==> config.mk <==
export PLATFORM = sky130hd
export DESIGN_NAME = rf_hazard_scoreboard
export DESIGN_NICKNAME = d
export VERILOG_FILES = /design/src/rtl/rf_hazard_scoreboard.sv
export SDC_FILE = /design/constraint.sdc
export NUM_CORES = 1
export LEC_CHECK = 0
export ABC_AREA = 1
export CAP_MARGIN = 20
export CORE_ASPECT_RATIO = 0.7
export CORE_MARGIN = 2
export CORE_UTILIZATION = 57
export DETAILED_ROUTE_END_ITERATION = 8
export PLACE_DENSITY = 0.95
export SLEW_MARGIN = 15
export SYNTH_ARGS = -nofsm -noshare
export SYNTH_HDL_FRONTEND = slang
export SYNTH_SLANG_ARGS = --single-unit
==> constraint.sdc <==
create_clock -name clk -period 6.8 [get_ports clk]
set_input_delay 1.36 -clock clk [delete_from_list [all_inputs] [get_ports clk]]
set_output_delay 1.36 -clock clk [all_outputs]
set_load 0.02 [all_outputs]
==> src/rtl/rf_hazard_scoreboard.sv <==
// Hazard scoreboard for the 5-stage MIPS pipeline.
// Tracks in-flight destination registers through shadow E/M/W stages with
// their remaining result latency (tnew), and compares them with the operand
// need time (tuse) of the instruction in D. It drives the D-stage stall and
// the forwarding-mux selects for the D, E and M consumers.
// Shadow stage numbering: _p0 = E, _p1 = M, _p2 = W.
module rf_hazard_scoreboard #(
  parameter int NREG = 32,
  parameter int AW   = 5
) (
  input  logic        clk,
  input  logic        reset,
  input  logic [31:0] ir_d,
  output logic        stall,
  output logic [1:0]  fwd_rs_d,
  output logic [1:0]  fwd_rt_d,
  output logic [1:0]  fwd_rs_e,
  output logic [1:0]  fwd_rt_e,
  output logic        fwd_rt_m
);

  // Link register written by jal is the top architectural register.
  localparam logic [AW-1:0] RA_REG = AW'(NREG - 1);

  localparam logic [5:0] OP_SPECIAL = 6'b000000;
  localparam logic [5:0] OP_ORI     = 6'b001101;
  localparam logic [5:0] OP_LW      = 6'b100011;
  localparam logic [5:0] OP_SW      = 6'b101011;
  localparam logic [5:0] OP_BEQ     = 6'b000100;
  localparam logic [5:0] OP_LUI     = 6'b001111;
  localparam logic [5:0] OP_JAL     = 6'b000011;
  localparam logic [5:0] FN_ADDU    = 6'b100001;
  localparam logic [5:0] FN_SUBU    = 6'b100011;
  localparam logic [5:0] FN_JR      = 6'b001000;

  // Operand addresses are zeroed when the instruction does not read them,
  // so register 0 doubles as "no operand" and can never match a stage.
  typedef struct packed {
    logic          dv;
    logic [AW-1:0] a3;
    logic [1:0]    tnew;
    logic [AW-1:0] rs;
    logic [AW-1:0] rt;
    logic [1:0]    tuse_rs;
    logic [1:0]    tuse_rt;
  } dec_t;

  function automatic dec_t decode(input logic [5:0]    op,
                                  input logic [5:0]    funct,
                                  input logic [AW-1:0] rs,
                                  input logic [AW-1:0] rt,
                                  input logic [AW-1:0] rd);
    dec_t d;
    d = '0;
    case (op)
      OP_SPECIAL: begin
        if (funct == FN_ADDU || funct == FN_SUBU) begin
          d.dv      = 1'b1;
          d.a3      = rd;
          d.tnew    = 2'd1;
          d.rs      = rs;
          d.rt      = rt;
          d.tuse_rs = 2'd1;
          d.tuse_rt = 2'd1;
        end else if (funct == FN_JR) begin
          d.rs      = rs;
          d.tuse_rs = 2'd0;
        end
      end
      OP_ORI, OP_LUI, OP_LW: begin
        d.dv      = 1'b1;
        d.a3      = rt;
        d.tnew    = (op == OP_LW) ? 2'd2 : 2'd1;
        d.rs      = rs;
        d.tuse_rs = 2'd1;
      end
      OP_SW: begin
        d.rs      = rs;
        d.rt      = rt;
        d.tuse_rs = 2'd1;
        d.tuse_rt = 2'd2;
      end
      OP_BEQ: begin
        d.rs      = rs;
        d.rt      = rt;
        d.tuse_rs = 2'd0;
        d.tuse_rt = 2'd0;
      end
      OP_JAL: begin
        d.dv   = 1'b1;
        d.a3   = RA_REG;
        d.tnew = 2'd0;
      end
      default: ;
    endcase
    // A write to register 0 is discarded, so it is not tracked.
    if (d.a3 == '0) d.dv = 1'b0;
    return d;
  endfunction

  function automatic logic [1:0] tnew_dec(input logic [1:0] t);
    return (t == 2'd0) ? 2'd0 : t - 2'd1;
  endfunction

  function automatic logic hit(input logic          v,
                               input logic [AW-1:0] a3,
                               input logic [AW-1:0] r);
    return v && (a3 == r) && (r != '0);
  endfunction

  dec_t          dec_d;
  logic          unused_shamt;

  logic          vld_p0, vld_p1, vld_p2;
  logic [AW-1:0] a3_p0, a3_p1, a3_p2;
  logic [1:0]    tnew_p0, tnew_p1, tnew_p2;
  logic [AW-1:0] rs_p0, rt_p0, rt_p1;

  assign unused_shamt = ^ir_d[10:6];

  // Decode the instruction sitting in D.
  always_comb begin
    dec_d = decode(ir_d[31:26], ir_d[5:0], AW'(ir_d[25:21]),
                   AW'(ir_d[20:16]), AW'(ir_d[15:11]));
  end

  // Stall when an E or M producer cannot deliver before the D operand is needed.
  always_comb begin
    stall = (hit(vld_p0, a3_p0, dec_d.rs) && (tnew_p0 > dec_d.tuse_rs)) ||
            (hit(vld_p1, a3_p1, dec_d.rs) && (tnew_p1 > dec_d.tuse_rs)) ||
            (hit(vld_p0, a3_p0, dec_d.rt) && (tnew_p0 > dec_d.tuse_rt)) ||
            (hit(vld_p1, a3_p1, dec_d.rt) && (tnew_p1 > dec_d.tuse_rt));
  end

  // D-stage forwarding: youngest matching stage wins; not ready yet gives RF.
  always_comb begin
    fwd_rs_d = 2'd0;
    if (hit(vld_p0, a3_p0, dec_d.rs))      fwd_rs_d = (tnew_p0 == 2'd0) ? 2'd1 : 2'd0;
    else if (hit(vld_p1, a3_p1, dec_d.rs)) fwd_rs_d = (tnew_p1 == 2'd0) ? 2'd2 : 2'd0;
    else if (hit(vld_p2, a3_p2, dec_d.rs)) fwd_rs_d = (tnew_p2 == 2'd0) ? 2'd3 : 2'd0;

    fwd_rt_d = 2'd0;
    if (hit(vld_p0, a3_p0, dec_d.rt))      fwd_rt_d = (tnew_p0 == 2'd0) ? 2'd1 : 2'd0;
    else if (hit(vld_p1, a3_p1, dec_d.rt)) fwd_rt_d = (tnew_p1 == 2'd0) ? 2'd2 : 2'd0;
    else if (hit(vld_p2, a3_p2, dec_d.rt)) fwd_rt_d = (tnew_p2 == 2'd0) ? 2'd3 : 2'd0;
  end

  // E-stage and M-stage forwarding for the instruction operands carried along.
  always_comb begin
    fwd_rs_e = 2'd0;
    if (hit(vld_p1, a3_p1, rs_p0) && (tnew_p1 == 2'd0)) fwd_rs_e = 2'd2;
    else if (hit(vld_p2, a3_p2, rs_p0))                 fwd_rs_e = 2'd3;

    fwd_rt_e = 2'd0;
    if (hit(vld_p1, a3_p1, rt_p0) && (tnew_p1 == 2'd0)) fwd_rt_e = 2'd2;
    else if (hit(vld_p2, a3_p2, rt_p0))                 fwd_rt_e = 2'd3;

    fwd_rt_m = hit(vld_p2, a3_p2, rt_p1);
  end

  // Stage valids: reset clears all, a stall turns the E entry into a bubble.
  always_ff @(posedge clk) begin
    if (reset) begin
      vld_p0 <= 1'b0;
      vld_p1 <= 1'b0;
      vld_p2 <= 1'b0;
    end else begin
      vld_p0 <= dec_d.dv && !stall;
      vld_p1 <= vld_p0;
      vld_p2 <= vld_p1;
    end
  end

  // Stage payload advances every cycle; tnew counts down and saturates at 0.
  always_ff @(posedge clk) begin
    // D -> E
    a3_p0   <= dec_d.a3;
    tnew_p0 <= dec_d.tnew;
    rs_p0   <= stall ? '0 : dec_d.rs;
    rt_p0   <= stall ? '0 : dec_d.rt;
    // E -> M
    a3_p1   <= a3_p0;
    tnew_p1 <= tnew_dec(tnew_p0);
    rt_p1   <= rt_p0;
    // M -> W
    a3_p2   <= a3_p1;
    tnew_p2 <= tnew_dec(tnew_p1);
  end

endmodule

### Word-level counts from Yosys, hierarchy flattened

Index checks and enable logic that the tools add are counted.

* register bits after elaboration: 39
* bits of input ports: 34

* $add $sub $neg: 2
* $lt $le $gt $ge: 4
* mux-type cells: 25
* reduce and logical (&&, ||, !) cells: 48
* equality and inequality tests: 20

Operators by type and width (count)
* 5-bit == test: 11
* 1-bit logical AND: 29
* 2-bit 2-to-1 mux: 13
* 5-bit nonzero test: 5
* 6-bit == test (second input constant): 4
* 8-bit one-hot mux with 3 select lines: 1
* 5-bit one-hot mux with 2 select lines: 2
* 6-bit by 4-bit == test with 1-bit output (second input constant): 3
* 5-bit 2-to-1 mux: 3
* 2-bit > comparator: 4
* 8-bit 2-to-1 mux: 1
* 2-bit one-hot mux with 2 select lines: 2
* 6-bit by 2-bit == test with 1-bit output (second input constant): 1
* 6-bit by 3-bit == test with 1-bit output (second input constant): 1
* 2-bit logical NOT: 3
* 6-bit logical NOT: 1
* 5-bit logical NOT: 1
* 5-bit OR reduction: 1
* 1-bit logical OR: 4
* 4-bit OR reduction: 1
* 2-bit by 1-bit subtractor with 2-bit output (second input constant): 2
* 1-bit 2-to-1 mux: 3
* 3-bit OR reduction: 1
* 2-bit OR reduction: 1
* 1-bit logical NOT: 1

### Depth between registers and ports, before layout

Gate-level depths: netlist of run 1.

* word-level depth: 13
* gate-level depth with buffers: 17
* mapped depth without buffers: 16

### Worst setup path before layout of run 1

No wires, ideal clock.

* path kind: input-to-output
* start: input ir_d[3]
* end: output stall
* buffers on the path: 1
* data arrival time: 2753 ps
* setup slack: 2687 ps
* cell stages on the path: 14
* path through: inv_1 -> nand3_1 -> nor2_1 -> nand3_1 -> nand2_2 -> nor2_1 -> nand2_1 -> inv_2 -> nor2_1 -> nand3_1 -> nand2_1 -> inv_2 -> nand3_2 -> buf_6

* longest elaborated chain between the ends: 11
* elaborated cells on any way between the ends: 37
* those cells by class: order compare (4); eq/ne (7); mux (8); reduce/logical (18)

Ends and longest elaborated chain
* start: declaration: line 13 `input logic [31:0] ir_d,`
* 6-bit by 4-bit == test with 1-bit output or 6-bit == test (tied branches): line 65, 57
* 5-bit 2-to-1 mux or 1-bit logical OR (tied branches): line 65, 57
* 5-bit 2-to-1 mux: line 57 `if (funct == FN_ADDU || funct == FN_SUBU) begin`
* 5-bit one-hot mux with 2 select lines: line 55 `case (op)`
* 5-bit == test: line 108 `return v && (a3 == r) && (r != '0);`
* 1-bit logical AND (2 in series): line 108
* 1-bit logical AND (on tied branches): line 129, 130
* 1-bit logical OR: line 129 `stall = (hit(vld_p0, a3_p0, dec_d.rs) && (tnew_p0 > dec_d.tuse_rs)) ||`
* 1-bit logical OR: line 130 `(hit(vld_p1, a3_p1, dec_d.rs) && (tnew_p1 > dec_d.tuse_rs)) ||`
* 1-bit logical OR (*): line 131 `(hit(vld_p0, a3_p0, dec_d.rt) && (tnew_p0 > dec_d.tuse_rt)) ||`
* end: declaration: line 14 `output logic stall,`

Every way passes the cells marked *; elsewhere a longest branch is shown, timed or not.

### Worst setup path in the final report of run 1

* start: input ir_d[29]
* end: output stall

* longest elaborated chain between the ends: 10
* elaborated cells on any way between the ends: 38
* those cells by class: order compare (4); eq/ne (9); mux (4); reduce/logical (21)

Ends and longest elaborated chain (line)
* 6-bit == test (tied with other cells): 55
* 5-bit OR reduction (no line)
* 5-bit one-hot mux with 2 select lines: 55
* 5-bit == test: 108
* 1-bit logical AND (2 in series): 108
* 1-bit logical AND (on tied branches): 129, 130
* 1-bit logical OR: 129
* 1-bit logical OR: 130
* 1-bit logical OR (*): 131

Marked as above.

==> results.py, run 1 <==
metrics = {
    "yosys": {
        "async_reset_ff_frac": 0,
        "synthTopCellsByArea": "dfxtp_1 30%, nand2_1 13%, nand3_1 8.8%",
        "ys_ff_latch": 39,
        "syn-instance-count": 377,
        "avgSynthCellArea_sq_um": 6.81,
        "synth.top_cell.area_share": 0.304,
        "synth-edff-count": 0,
        "synth_nets": 419,
        "yosys_warnings": 0,
        "yosys.area.top_type": "dfxtp_1",
        "synthesis.area_sq_um": 2570,
        "synth-main-ff-cell": "dfxtp_1",
        "synth-seq-area-share": 0.304,
        "synth_cell_type_count": 34,
    },
    "clock_network": {
        "clock_sinks": 39,
        "root_buffer": "clkbuf_8",
        "cts_setup_buffers": 0,
        "post_cts_resize_count": 0,
        "clk_pin_slew_worst_paths_ns": 0.09,
        "ctsHoldBuffers": 0,
        "cts_max_level": 2,
        "clkLatencyLatePin_ns": 0.30,
        "clk_path_buf_depth": 2,
        "cts_buffers": 5,
        "tritoncts": "built",
    },
    "timing": {
        "timing.final.ws_setup_ns": 1.05,
        "finalSetupTns_ns": 0,
        "slew_headroom": 0.707,
        "finalCritPeriodShare": 0.846,
        "period_minus_slack_ns": 5.75,
        "drv_slew": 0,
        "hold_viol": 0,
        "rsz0062_at_grt": "false",
        "skew_ns": 0.0101,
        "setup_violations": 0,
        "worstMarginPinSlew_ns": 0.436,
        "hold_ws_ns": 0.387,
        "fmax_mhz": 174,
    },
    "power": {
        "pwr-share-comb": 0.139,
        "vdd_drop_max_uv": 110,
        "seq_power_share": 0.466,
        "p_leak_nw": 1.38,
        "clkPwrFrac": 0.395,
        "p_switching_mw": 0.139,
        "sw_frac_of_total": 0.269,
        "p_int_mw": 0.378,
        "p_per_area_nw_per_um2": 166,
    },
    "worst_setup_path": {
        "startpoint_type": "input port",
        "reg2reg_from": "a3_p1[1]",
        "cp-end-kind": "output port",
        "path_class": "in -> out",
        "critPathRequiredTime_ns": 5.44,
        "worstSetupStartpoint": "ir_d[29]",
        "reg2regPathDepth": 11,
        "crit_fanout": 12,
        "crit_arrival_ns": 4.39,
    },
    "routing": {
        "post_drt_wl_per_cell_microns": 15.3,
        "vias": 2726,
        "first_pass_iters": 6,
        "via_per_inst": 5.75,
        "ant_nets": 0,
        "dr.first_iter.drc_count": 338,
        "drcViolationCount": 0,
        "wl_mm": 7.24,
    },
    "place": {
        "dpl.hpwl_mm": 5.63,
        "numPortBuffers": 38,
        "gp_congestion": 0.972,
        "pre_cts_slack_ns": 1.15,
    },
    "floorplan": {
        "core-area_sq_um": 4330,
        "pin_count": 44,
        "die_w_microns": 84.2,
        "die-area_sq_um": 5070,
        "die_h_microns": 60.2,
        "rows": 20,
        "initial_core_util": 0.593,
    },
    "grt": {
        "gr-total-overflow": 0,
        "grt_pass1_vias": 2587,
        "grt-busiest-layer": "met2",
        "grt_first_pass_wirelength_mm": 12.1,
        "use_met3": 0.0704,
        "antenna_found_initial": 0,
        "grtUsageTotal": 0.304,
        "grt_util_met2": 0.500,
        "grt_max_degree": 19,
        "grt.met1_usage": 0.409,
    },
    "layout": {
        "area_growth_pct": 20.8,
        "n_antenna_cell": 0,
        "drive_gt1_frac": 0.110,
        "fillers": 352,
        "num-nets-final": 460,
    },
    "flow_run": {
        "maxCapViolCount": 0,
    },
    "outcome": {
        "outcome": "completed",
    },
    "min_path": {
        "holdPathStages": 0,
        "holdCritStartpoint": "rt_p0[2]",
        "hold_class": "reg -> reg",
    },
}
placed cells by master, fill, tap and decap left out, types with 2 or more instances in the layout:
cell	instances
a221oi_1	4
nand2_4	2
o22ai_1	6
nor4_1	3
clkdlybuf4s50_1	38
nor3_1	4
o21ai_0	7
nand3b_1	2
nor2_1	38
nand3_2	2
o2111ai_1	4
nand4_1	7
nor2_4	3
inv_1	53
ha_1	8
nor2_2	16
nor2_8	2
inv_2	8
nand2_2	2
nand3_1	45
a21oi_1	7
dfxtp_1	39
a221o_1	4
nand2_1	88
xor2_1	9
xnor2_1	3
clkbuf_8	5
sequential cells by signal (all words and copies together), names as in the netlist:
register,flops
a3_p0,5
rt_p1,5
vld_p0,1
a3_p2,5
tnew_p0,2
vld_p1,1
rs_p0,5
a3_p1,5
tnew_p2,2
vld_p2,1
tnew_p1,2
rt_p0,5
logic make-up (layout without fill, tap and decap cells):
logic type      Yosys count  in the layout  synth area share
simple gates            216            216             0.414
buf+inv                  65            107             0.101
flops                    39             39             0.304
compound gates           37             37             0.102
xor+xnor                 12             12            0.0409
fa+ha+maj                 8              8            0.0390
layer usage:
layer / part of all wire / vias up
met1: 0.44 / 1238
li1: - / 1315
met5: 0 / -
met2: 0.43 / 153
met3: 0.11 / 20
met4: 0.017 / 0
metrics by stage:
step | instance area, sq um | total power, mW | cells | utilization
final | 3100 | 0.517 | 474 | 0.717
after global placement | 2990 | 0.313 | 466 | 0.690
after detailed placement | 2990 | 0.316 | 466 | 0.690
after floorplan | 2570 | 0.283 | 377 | -
after global routing | 3100 | 0.529 | 474 | 0.717
after CTS | 3100 | 0.512 | 474 | 0.717
path summary, 6_finish.rpt:
| path | slack (ns) | end |
|---|---|---|
| setup reg to reg | 4.86 | vld_p0 |
| setup / recovery | 1.05 | stall |
| hold / removal | 0.39 | rt_p1[2] |
| hold reg to reg | 0.39 | rt_p1[2] |
cell type report:
| type | instances | area, sq um | area share |
|---|---|---|---|
| Timing Repair Buffer | 38 | 380 | 0.123 |
| Tap cell | 55 | 68.8 | 0.0222 |
| Inverter | 61 | 229 | 0.0738 |
| Multi-Input combinational cell | 273 | 1530 | 0.493 |
| Clock inverter | 3 | 47.5 | 0.0153 |
| Clock buffer | 5 | 68.8 | 0.0222 |
| Sequential cell | 39 | 781 | 0.252 |
power groups by stage:
stage,clock network [mW],logic (mW),registers (mW)
detailed placement,0,0.0698,0.246
floorplan,0,0.0404,0.243
CTS,0.201,0.0703,0.240
finish,0.204,0.0717,0.241
global placement,0,0.0675,0.246
global route,0.209,0.0788,0.241
cells in the mapped netlist (3+ instances only):
| library cell | count |
|---|---|
| o22ai_1 | 6 |
| nor2_4 | 3 |
| nor2_2 | 16 |
| nand3_1 | 45 |
| nand4_1 | 7 |
| a21oi_1 | 7 |
| nor2_1 | 38 |
| ha_1 | 8 |
| nor3_1 | 4 |
| o2111ai_1 | 4 |
| xor2_1 | 9 |
| nor4_1 | 3 |
| inv_2 | 8 |
| a221o_1 | 4 |
| o21ai_0 | 7 |
| xnor2_1 | 3 |
| a221oi_1 | 4 |
| inv_1 | 53 |
| nand2_1 | 88 |
| dfxtp_1 | 39 |
critical path, cell delays in order:
cell,delay (ns)
clkdlybuf4s50_1,0.59
inv_2,0.05
nor2_2,0.09
nand3_2,0.18
nand2_4,0.17
nand2_1,0.09
nand2_1,0.16
nand2_1,0.08
nand2_1,0.07
nand2_1,0.05
nor2_1,0.28
nand3_1,0.13
nand2_1,0.10
inv_2,0.03
nand3_2,0.29
clkdlybuf4s50_1,0.68
Note: power is estimated with default switching activity, not from simulation.
==> inputs of run 2 (changes only) <==
--- a/config.mk
+++ b/config.mk
@@ -9,9 +9,9 @@
 export CAP_MARGIN = 20
 export CORE_ASPECT_RATIO = 0.7
 export CORE_MARGIN = 2
-export CORE_UTILIZATION = 57
+export CORE_UTILIZATION = 53
 export DETAILED_ROUTE_END_ITERATION = 8
-export PLACE_DENSITY = 0.95
+export PLACE_DENSITY = 0.91
 export SLEW_MARGIN = 15
 export SYNTH_ARGS = -nofsm -noshare
 export SYNTH_HDL_FRONTEND = slang
==> constraint.sdc (replaced) <==
create_clock -name clk -period 5.85 [get_ports clk]
set_input_delay 1.17 -clock clk [delete_from_list [all_inputs] [get_ports clk]]
set_output_delay 1.17 -clock clk [all_outputs]
set_load 0.02 [all_outputs]
==> run 2 against run 1 <==
Worst setup slack got worse by 0.42 ns. Worst hold slack better by 0.0079 ns. Via count decreased by 1.8%. Critical path depth is 3 lower. Clock skew down 0.0066 ns. Critical path type unchanged.
==> results.py, run 2 (synthesis gave the netlist of run 1 again) <==
metrics = {
    "outcome": {
        "outcome": "completed",
    },
    "floorplan": {
        "rows": 21,
        "pin_count": 44,
        "die-area_sq_um": 5430,
        "core-area_sq_um": 4730,
        "initial_core_util": 0.543,
        "die_w_microns": 87.2,
        "die_h_microns": 62.2,
    },
    "worst_setup_path": {
        "path_class": "in -> out",
        "cp-end-kind": "output port",
        "critPathRequiredTime_ns": 4.68,
        "cp_num_buf_inv": 2,
        "crit_fanout": 18,
        "reg2regPathDepth": 11,
        "crit_arrival_ns": 4.05,
        "cpMostUsedCell": "nand2_1",
        "path_cells": "clkdlybuf4s50_1 > nor2_4 > nand3_4 > nor2_8 > nor2_8 > nand2_8 > nand2_1 > nand2_1 > nand2_1 > nor2_1 > nand4_1 > nand3_2 > clkdlybuf4s50_1",
        "path_depth": 13,
        "cp_top_family": "simple AND/OR/NAND/NOR gates",
        "critPathMaxStageDelay_ns": 0.61,
        "startpoint_type": "input port",
        "critPathSlowestCell": "clkdlybuf4s50_1",
    },
    "routing": {
        "wl_mm": 7.30,
        "drcViolationCount": 0,
        "via_per_inst": 5.61,
        "dr.first_iter.drc_count": 313,
        "post_drt_wl_per_cell_microns": 15.3,
        "vias": 2678,
        "ant_nets": 0,
        "first_pass_iters": 5,
    },
    "timing": {
        "finalCritPeriodShare": 0.893,
        "drv_slew": 0,
        "skew_ns": 0.00351,
        "rsz0062_at_grt": "false",
        "worstMarginPinSlew_ns": 0.432,
        "finalSetupTns_ns": 0,
        "setup_violations": 0,
        "period_minus_slack_ns": 5.22,
        "fmax_mhz": 191,
        "slew_headroom": 0.709,
        "hold_viol": 0,
    },
    "grt": {
        "grtUsageTotal": 0.280,
        "grt_pass1_vias": 2401,
        "grt_first_pass_wirelength_mm": 11.7,
        "antenna_found_initial": 0,
        "gr-total-overflow": 0,
        "grt_max_degree": 19,
    },
    "clock_network": {
        "cts_buffers": 5,
        "cts_max_level": 2,
        "cts_setup_buffers": 0,
        "tritoncts": "built",
        "clock_sinks": 39,
        "clk_pin_slew_worst_paths_ns": 0.07,
        "root_buffer": "clkbuf_8",
        "ctsHoldBuffers": 0,
        "post_cts_resize_count": 0,
        "clkLatencyLatePin_ns": 0.30,
        "clk_path_buf_depth": 2,
    },
    "power": {
        "vdd_drop_max_uv": 137,
        "p_leak_nw": 1.37,
        "p_per_area_nw_per_um2": 176,
    },
    "min_path": {
        "hold_class": "reg -> reg",
        "holdPathStages": 0,
    },
    "flow_run": {
        "maxCapViolCount": 0,
    },
    "layout": {
        "drive_gt1_frac": 0.110,
        "n_antenna_cell": 0,
        "final_cell_mix": "88 x nand2_1, 53 x inv_1, 45 x nand3_1",
        "fin_util": 0.652,
        "layout_commonest_cell": "nand2_1",
        "area_growth_pct": 20.0,
        "num-nets-final": 461,
        "design_area_sq_um": 3080,
    },
    "place": {
        "gp_congestion": 0.964,
        "dpl.hpwl_mm": 5.95,
        "placed_area_sq_um": 3000,
        "numPortBuffers": 38,
    },
}
run 2: cell count changes in the layout (fill, tap and decap cells not counted):
| cell | before | now |
|---|---|---|
| buf_4 | 0 | 1 |
| bufinv_16 | 1 | 0 |
| clkbuf_1 | 0 | 1 |
| clkinv_2 | 0 | 1 |
| clkinv_4 | 1 | 0 |
| clkinvlp_4 | 0 | 1 |
| inv_6 | 1 | 0 |
run 2: layer usage:
metal | track usage | wire, microns | vias up
met5 | 0 | 0 | -
met4 | 0.0462 | 53 | 0
met3 | 0.0891 | 896 | 9
met2 | 0.418 | 3070 | 138
met1 | 0.403 | 3280 | 1211
li1 | - | - | 1320
run 2: path summary, 6_finish.rpt:
| kind | startpoint | endpoint | slack (ns) |
|---|---|---|---|
| worst max-delay path | ir_d[29] | stall | 0.63 |
| worst min-delay path | a3_p0[3] | a3_p1[3] | 0.39 |
| worst max register to register | a3_p1[4] | vld_p0 | 4.04 |
| worst min register to register | a3_p0[3] | a3_p1[3] | 0.39 |
run 2: power breakdown:
group	internal [mW]	switching [mW]
combinational	0.0382	0.0466
clock	0.0833	0.0959
sequential	0.272	0.00804
total	0.393	0.151
run 2: stage by stage:
| step | instances | hold slack (ns) | total power [mW] | setup slack [ns] |
|---|---|---|---|---|
| 2_1_floorplan | 377 | 0.364 | 0.329 | 2.12 |
| 3_3_place_gp | 469 | 0.381 | 0.366 | 0.788 |
| 3_5_place_dp | 469 | 0.382 | 0.368 | 0.714 |
| 4_1_cts | 477 | 0.393 | 0.542 | 0.685 |
| 5_1_grt | 477 | 0.401 | 0.566 | 0.485 |
| 6_report | 477 | 0.395 | 0.544 | 0.628 |
run 2: area by class of cell:
cell class | instances | area, sq um
Fill cell | 455 | 1650
Inverter | 61 | 229
Tap cell | 57 | 71.3
Multi-Input combinational cell | 273 | 1530
Sequential cell | 39 | 781
Timing Repair Buffer | 39 | 388
Clock buffer | 6 | 72.6
Clock inverter | 2 | 12.5
